--- config.mk ---
export PLATFORM = sky130hd
export DESIGN_NAME = ltc2600_cmd_queue
export DESIGN_NICKNAME = d
export VERILOG_FILES = /design/src/rtl/ltc2600_pkg.sv /design/src/rtl/ltc2600_cmd_fifo.sv /design/src/rtl/ltc2600_cmd_queue.sv
export SDC_FILE = /design/constraint.sdc
export NUM_CORES = 1
export LEC_CHECK = 0
export CAP_MARGIN = 25
export CORE_ASPECT_RATIO = 0.7
export CORE_MARGIN = 2
export CORE_UTILIZATION = 30
export CTS_BUF_LIST = sky130_fd_sc_hd__clkbuf_2
export CTS_CLUSTER_SIZE = 24
export DETAILED_ROUTE_END_ITERATION = 10
export DONT_BUFFER_PORTS = 1
export SLEW_MARGIN = 20
export SYNTH_ARGS = -nofsm -noshare
export SYNTH_HDL_FRONTEND = slang
export SYNTH_SLANG_ARGS = --single-unit
--- constraint.sdc ---
create_clock -name clk -period 3.16 [get_ports clk]
set_input_delay 0.632 -clock clk [delete_from_list [all_inputs] [get_ports clk]]
set_output_delay 0.632 -clock clk [all_outputs]
set_load 0.01 [all_outputs]
--- src/rtl/ltc2600_pkg.sv ---
// Shared types and constants for the LTC2600 command queue.
package ltc2600_pkg;

  localparam int unsigned CMD_W          = 4;
  localparam int unsigned ADDR_W         = 4;
  localparam int unsigned DEFAULT_DATA_W = 16;

  localparam logic [CMD_W-1:0] CMD_WRITE_UPDATE_N = 4'b0011;
  localparam logic [CMD_W-1:0] CMD_NOP            = 4'b1111;

  // Request word at the default DAC code width.
  typedef struct packed {
    logic [CMD_W-1:0]          command;
    logic [ADDR_W-1:0]         address;
    logic [DEFAULT_DATA_W-1:0] data;
  } cmd_t;

  typedef enum logic [1:0] {
    ST_IDLE,
    ST_LAUNCH,
    ST_WAIT,
    ST_GAP
  } state_e;

endpackage

--- src/rtl/ltc2600_cmd_fifo.sv ---
// Command FIFO: DEPTH-deep storage, wrapping pointers, synchronous flush.
// A push is refused when full, even if a pop happens in the same cycle.
module ltc2600_cmd_fifo
  import ltc2600_pkg::*;
#(
  parameter int unsigned DEPTH = 8,
  parameter int unsigned WIDTH = $bits(cmd_t)
) (
  input  logic                     clk,
  input  logic                     rstn,
  input  logic                     flush,
  input  logic                     push,
  input  logic                     pop,
  input  logic [WIDTH-1:0]         wdata,
  output logic [WIDTH-1:0]         rdata,
  output logic                     full,
  output logic                     empty,
  output logic [$clog2(DEPTH):0]   count
);

  localparam int unsigned PTR_W = $clog2(DEPTH);
  localparam logic [PTR_W:0] FULL_CNT = (PTR_W+1)'(DEPTH);

  logic [WIDTH-1:0] mem_q [DEPTH];
  logic [WIDTH-1:0] mem_d [DEPTH];
  logic [PTR_W-1:0] wr_ptr_q, wr_ptr_d;
  logic [PTR_W-1:0] rd_ptr_q, rd_ptr_d;
  logic [PTR_W:0]   count_q, count_d;
  logic             push_ok, pop_ok;

  assign full  = (count_q == FULL_CNT);
  assign empty = (count_q == '0);
  assign count = count_q;
  assign rdata = mem_q[rd_ptr_q];

  // Next-state for storage, pointers and occupancy; flush overrides any push.
  always_comb begin
    mem_d    = mem_q;
    wr_ptr_d = wr_ptr_q;
    rd_ptr_d = rd_ptr_q;
    count_d  = count_q;
    push_ok  = push && !full;
    pop_ok   = pop && !empty;
    if (flush) begin
      wr_ptr_d = '0;
      rd_ptr_d = '0;
      count_d  = '0;
    end else begin
      if (push_ok) begin
        mem_d[wr_ptr_q] = wdata;
        wr_ptr_d        = wr_ptr_q + PTR_W'(1);
      end
      if (pop_ok) begin
        rd_ptr_d = rd_ptr_q + PTR_W'(1);
      end
      count_d = count_q + (PTR_W+1)'(push_ok) - (PTR_W+1)'(pop_ok);
    end
  end

  // Storage array needs no reset; validity is tracked by the pointers.
  always_ff @(posedge clk) begin
    mem_q <= mem_d;
  end

  // Pointer and occupancy registers.
  always_ff @(posedge clk or negedge rstn) begin
    if (!rstn) begin
      wr_ptr_q <= '0;
      rd_ptr_q <= '0;
      count_q  <= '0;
    end else begin
      wr_ptr_q <= wr_ptr_d;
      rd_ptr_q <= rd_ptr_d;
      count_q  <= count_d;
    end
  end

endmodule

--- src/rtl/ltc2600_cmd_queue.sv ---
// LTC2600 command queue: buffers DAC requests and launches them one at a
// time to the SPI writer (IDLE -> LAUNCH -> WAIT -> GAP -> IDLE).
// Define LTC2600_CMD_TIMEOUT_EN to enable the WAIT timeout and timeout_err.
module ltc2600_cmd_queue
  import ltc2600_pkg::*;
#(
  parameter int unsigned DEPTH          = 8,
  parameter int unsigned DATA_WIDTH     = 16,
  parameter int unsigned TIMEOUT_CYCLES = 4096
) (
  input  logic                       clk,
  input  logic                       rstn,
  input  logic                       in_valid,
  output logic                       in_ready,
  input  logic [3:0]                 in_command,
  input  logic [3:0]                 in_address,
  input  logic [DATA_WIDTH-1:0]      in_data,
  output logic                       send_new_cmd,
  output logic [3:0]                 command,
  output logic [3:0]                 address,
  output logic [DATA_WIDTH-1:0]      data,
  input  logic                       write_complete,
  input  logic                       flush,
  input  logic                       err_clear,
  output logic                       busy,
  output logic [$clog2(DEPTH):0]     fifo_count,
  output logic                       timeout_err
);

  localparam int unsigned WORD_W = CMD_W + ADDR_W + DATA_WIDTH;

  logic [WORD_W-1:0]     fifo_rdata;
  logic                  fifo_full, fifo_empty, fifo_pop;
  state_e                state_q, state_d;
  logic                  send_q, send_d;
  logic [3:0]            command_q, command_d;
  logic [3:0]            address_q, address_d;
  logic [DATA_WIDTH-1:0] data_q, data_d;
  logic                  wc_prev_q, wc_prev_d;
  logic                  gap_q, gap_d;
  logic                  wc_rise;

  ltc2600_cmd_fifo #(
    .DEPTH (DEPTH),
    .WIDTH (WORD_W)
  ) u_fifo (
    .clk   (clk),
    .rstn  (rstn),
    .flush (flush),
    .push  (in_valid),
    .pop   (fifo_pop),
    .wdata ({in_command, in_address, in_data}),
    .rdata (fifo_rdata),
    .full  (fifo_full),
    .empty (fifo_empty),
    .count (fifo_count)
  );

  assign in_ready     = !fifo_full;
  assign fifo_pop     = (state_q == ST_IDLE) && !fifo_empty;
  assign wc_rise      = write_complete && !wc_prev_q;
  assign busy         = (state_q != ST_IDLE) || !fifo_empty;
  assign send_new_cmd = send_q;
  assign command      = command_q;
  assign address      = address_q;
  assign data         = data_q;

`ifdef LTC2600_CMD_TIMEOUT_EN
  localparam int unsigned TMO_W = $clog2(TIMEOUT_CYCLES + 1);
  localparam logic [TMO_W-1:0] TMO_LAST = TMO_W'(TIMEOUT_CYCLES - 1);
  logic [TMO_W-1:0] tmo_cnt_q, tmo_cnt_d;
  logic             timeout_err_q, timeout_err_d;
  logic             tmo_hit;
  assign timeout_err = timeout_err_q;
`else
  logic unused_cfg;
  assign unused_cfg  = ^{err_clear, 32'(TIMEOUT_CYCLES)};
  assign timeout_err = 1'b0;
`endif

  // Launch FSM next-state; output word registers load only on a pop.
  always_comb begin
    state_d   = state_q;
    send_d    = 1'b0;
    command_d = command_q;
    address_d = address_q;
    data_d    = data_q;
    wc_prev_d = write_complete;
    gap_d     = gap_q;
`ifdef LTC2600_CMD_TIMEOUT_EN
    tmo_cnt_d     = tmo_cnt_q;
    tmo_hit       = 1'b0;
`endif
    case (state_q)
      ST_IDLE: begin
        if (!fifo_empty) begin
          {command_d, address_d, data_d} = fifo_rdata;
          send_d  = 1'b1;
          state_d = ST_LAUNCH;
        end
      end
      ST_LAUNCH: begin
        state_d = ST_WAIT;
`ifdef LTC2600_CMD_TIMEOUT_EN
        tmo_cnt_d = '0;
`endif
      end
      ST_WAIT: begin
        if (wc_rise) begin
          state_d = ST_GAP;
          gap_d   = 1'b0;
        end
`ifdef LTC2600_CMD_TIMEOUT_EN
        else if (tmo_cnt_q == TMO_LAST) begin
          tmo_hit = 1'b1;
          state_d = ST_GAP;
          gap_d   = 1'b0;
        end else begin
          tmo_cnt_d = tmo_cnt_q + TMO_W'(1);
        end
`endif
      end
      ST_GAP: begin
        if (gap_q) state_d = ST_IDLE;
        else       gap_d   = 1'b1;
      end
      default: state_d = ST_IDLE;
    endcase
`ifdef LTC2600_CMD_TIMEOUT_EN
    // A new timeout in the same cycle as err_clear keeps the flag set.
    timeout_err_d = timeout_err_q;
    if (err_clear) timeout_err_d = 1'b0;
    if (tmo_hit)   timeout_err_d = 1'b1;
`endif
  end

  // FSM state and registered outputs.
  always_ff @(posedge clk or negedge rstn) begin
    if (!rstn) begin
      state_q   <= ST_IDLE;
      send_q    <= 1'b0;
      command_q <= '0;
      address_q <= '0;
      data_q    <= '0;
      wc_prev_q <= 1'b0;
      gap_q     <= 1'b0;
`ifdef LTC2600_CMD_TIMEOUT_EN
      tmo_cnt_q     <= '0;
      timeout_err_q <= 1'b0;
`endif
    end else begin
      state_q   <= state_d;
      send_q    <= send_d;
      command_q <= command_d;
      address_q <= address_d;
      data_q    <= data_d;
      wc_prev_q <= wc_prev_d;
      gap_q     <= gap_d;
`ifdef LTC2600_CMD_TIMEOUT_EN
      tmo_cnt_q     <= tmo_cnt_d;
      timeout_err_q <= timeout_err_d;
`endif
    end
  end

endmodule
==> results.json <==
{
  "status": "complete, no violations",
  "root_buffer": "clkbuf_2",
  "syn_area_um2": 9260,
  "final.setup_skew_ns": 0.09963,
  "grt_use_met3_pct": 4.137,
  "synth_nets": 598,
  "setup_viol": 0,
  "critPathArrivalTime_ns": 2.02,
  "gr-usage-all-layers_pct": 12.22,
  "cts_num_sinks": 231,
  "crit_required_ns": 2.53,
  "ys_ff_latch": 231,
  "die_y_um": 151.0,
  "area.sequential_um2": 6745,
  "r2r_slack_ns": 0.53,
  "cpMaxStageDelayCell": "or3b_1",
  "crit_path_end_kind": "output pin",
  "numCtsBuffers": 55,
  "finalWeightedCongestion": 0.7042,
  "clk_latency_ns": 0.84,
  "row_count": 53,
  "drive_gt1_share_pct": 19.76,
  "multi_input_area_um2": 2261,
  "synth.distinct_cells": 37,
  "portBuffers": 0,
  "synth_cells": 555,
  "nFillCells": 2823,
  "period_minus_slack_ns": 2.653,
  "synthSimpleGateAreaFrac_pct": 6.053,
  "min_path_type": "primary input to flop",
  "yosysSeqAreaShare_pct": 72.80,
  "start_kind": "flop",
  "totalWireLength_um": 19520,
  "yosysTopAreaCellShare_pct": 62.26,
  "ioPinCount": 62,
  "synth_xor_area_share_pct": 0.5675,
  "r2r_cells": 11,
  "htree_levels": 2,
  "busiest_layer": "met2",
  "synth_compound_area_share_pct": 4.824,
  "grt_pass1_vias": 5156,
  "yosys.area_share.adder_pct": 1.838,
  "rsz0062_at_grt": "no",
  "min_delay_path_depth": 3,
  "hold_buffers": 29,
  "post_cts_buffers": 0,
  "clk_path_buf_depth": 3,
  "worstSetupPathType": "flop to output pin",
  "drv_slew": 0,
  "worstPathCellList": "inv_1, ha_1, or3b_1",
  "yosys-mux-area-fraction_pct": 10.61,
  "crit_path_max_incr_delay_ns": 0.51,
  "min_from": "in_valid",
  "num_vias": 4901,
  "fmax_ghz": 0.3769,
  "die_w_um": 214.0,
  "use_met2_pct": 20.52,
  "cts_tree": "yes",
  "synthTopCellsByCount": "edfxtp_1, mux2i_1, nand2_1",
  "fin_crit_sh_pct": 83.96,
  "fin_setup_tns_ns": 0,
  "antenna_found_initial": 3,
  "use_met1_pct": 14.92,
  "cts_resized": 0,
  "dp_hpwl_um": 11100,
  "synth_top_family_by_area": "multiplexers",
  "power_density_nw_per_um2": 712.6,
  "clkTransAtPathRegs_ns": 0.10,
  "fin_cells": 1088,
  "dp.cells": 954,
  "p_leak_nw": 3.661,
  "die_area_um2": 32310,
  "synth_area_leaders": "edfxtp_1, dfrtp_1, mux2i_1, a22oi_1, nand2_1",
  "synth_edf_count": 192,
  "hold_end": "u_fifo.wr_ptr_q[2]",
  "dr.pass1.iters": 4,
  "synth_warnings": 0,
  "area_delta_synth_final_pct": 13.71,
  "vdd_drop_max_mv": 0.2381,
  "relSlewSlack_pct": 47.62,
  "detail-route-antenna-nets": 0,
  "grt_overflow": 0,
  "wl_per_cell_um": 17.94,
  "grt_first_pass_wirelength_um": 29730,
  "drc": 0,
  "synth_most_common_cell": "edfxtp_1",
  "nets": 671,
  "vias_per_cell": 4.505,
  "synth_top_area_cell": "edfxtp_1",
  "r2r-start": "u_fifo.count[2]",
  "avgSynthCellArea_um2": 16.68,
  "async_flop_share_pct": 16.88,
  "hold_slack_ns": 0.1316,
  "worst_slew_pin_slew_ns": 0.7857,
  "drt-initial-drc-count": 262,
  "cp_max_fo": 6,
  "r2r-end": "u_fifo.count[2]",
  "hold_viol": 0,
  "start_util_pct": 30.69,
  "ys.flop_type": "edfxtp_1",
  "grt_max_degree": 46,
  "core-area_um2": 30170,
  "drv_cap": 0
}
## where the power goes
| part | switching (mW) | total (mW) | internal (mW) |
|---|---|---|---|
| clock | 1.15 | 1.90 | 0.743 |
| combinational | 0.919 | 1.63 | 0.711 |
| sequential | 0.386 | 3.98 | 3.59 |
## area by class of cell
cell class	instances	area share, %
Clock buffer	75	3.565
Clock inverter	27	1.319
Sequential cell	231	64.06
Antenna cell	3	0.07129
Multi-Input combinational cell	284	21.47
Inverter	11	0.4396
Timing Repair Buffer	45	4.183
Tap cell	412	4.895
## cells by family (layout without fill, tap and decap cells)
kind of cell | after synthesis | count (layout)
xor gates and xnor gates | 6 | 6
muxes | 98 | 98
AOI/OAI and AO/OA | 56 | 56
buffers and inverters | 40 | 158
DFF | 231 | 231
adders and majority gates | 13 | 13
other | 1 | 4
and+or+nand+nor | 110 | 110
## sequential cells by signal, indices dropped and copies added (netlist names), 2 cells and up
| name | flops |
|---|---|
| u_fifo.mem_q | 192 |
| data | 16 |
| address | 4 |
| command | 4 |
| u_fifo.count | 4 |
| u_fifo.rd_ptr_q | 3 |
| u_fifo.wr_ptr_q | 3 |
| state_q | 2 |
## per-stage QoR
stage	power, mW	instance area [µm²]	util (%)	worst slack, ns
2_1_floorplan	5.347	9270	-	0.5406
3_3_place_gp	5.563	9701	32.15	0.5830
3_5_place_dp	5.648	9701	32.15	0.5428
4_1_cts	7.657	10520	34.87	0.4189
5_1_grt	8.004	10530	34.88	0.3355
6_report	7.503	10530	34.90	0.5069
## layer usage
| layer | wire, µm | part of all wire, % |
|---|---|---|
| met5 | 0 | 0 |
| met3 | 1629 | 8.3 |
| met1 | 8176 | 42 |
| met4 | 371 | 1.9 |
| met2 | 9347 | 48 |
## cells in the final DEF, fill, tap and decap left out, types with 3 or more instances in the layout
master           n
edfxtp_1       192
mux2i_1         97
clkbuf_2        75
nand2_1         52
a22oi_1         41
dfrtp_1         38
dlygate4sd3_1   28
nand3_1         19
clkinv_1        19
buf_4           15
ha_1            12
inv_1            9
nand3_2          8
nor2_2           7
nor2_1           7
a22oi_2          7
a21oi_1          5
clkinv_2         5
diode_2          3
nand2b_1         3
xnor2_1          3
xor2_1           3
## worst max-delay path by stage
stage / cells past startpoint / endpoint / start / slack, ns
2_1_floorplan: 6 / u_fifo.mem_q[24] / u_fifo.count[2] / 0.54
3_3_place_gp: 11 / u_fifo.count[2] / u_fifo.count[2] / 0.58
3_5_place_dp: 11 / u_fifo.count[2] / u_fifo.count[2] / 0.54
4_1_cts: 3 / in_ready / u_fifo.count[2] / 0.42
5_1_grt: 3 / in_ready / u_fifo.count[2] / 0.34
6_report: 3 / in_ready / u_fifo.count[2] / 0.51
## critical path: cells and delay by family (launching register included)
family	cells	cell delay, ns
adder cells (fa/ha/maj)	1	0.16
buffers and inverters	1	0.13
AND/OR/NAND/NOR	1	0.51
flip-flops	1	0.43
No activity file was read; power rests on OpenSTA's default activity.
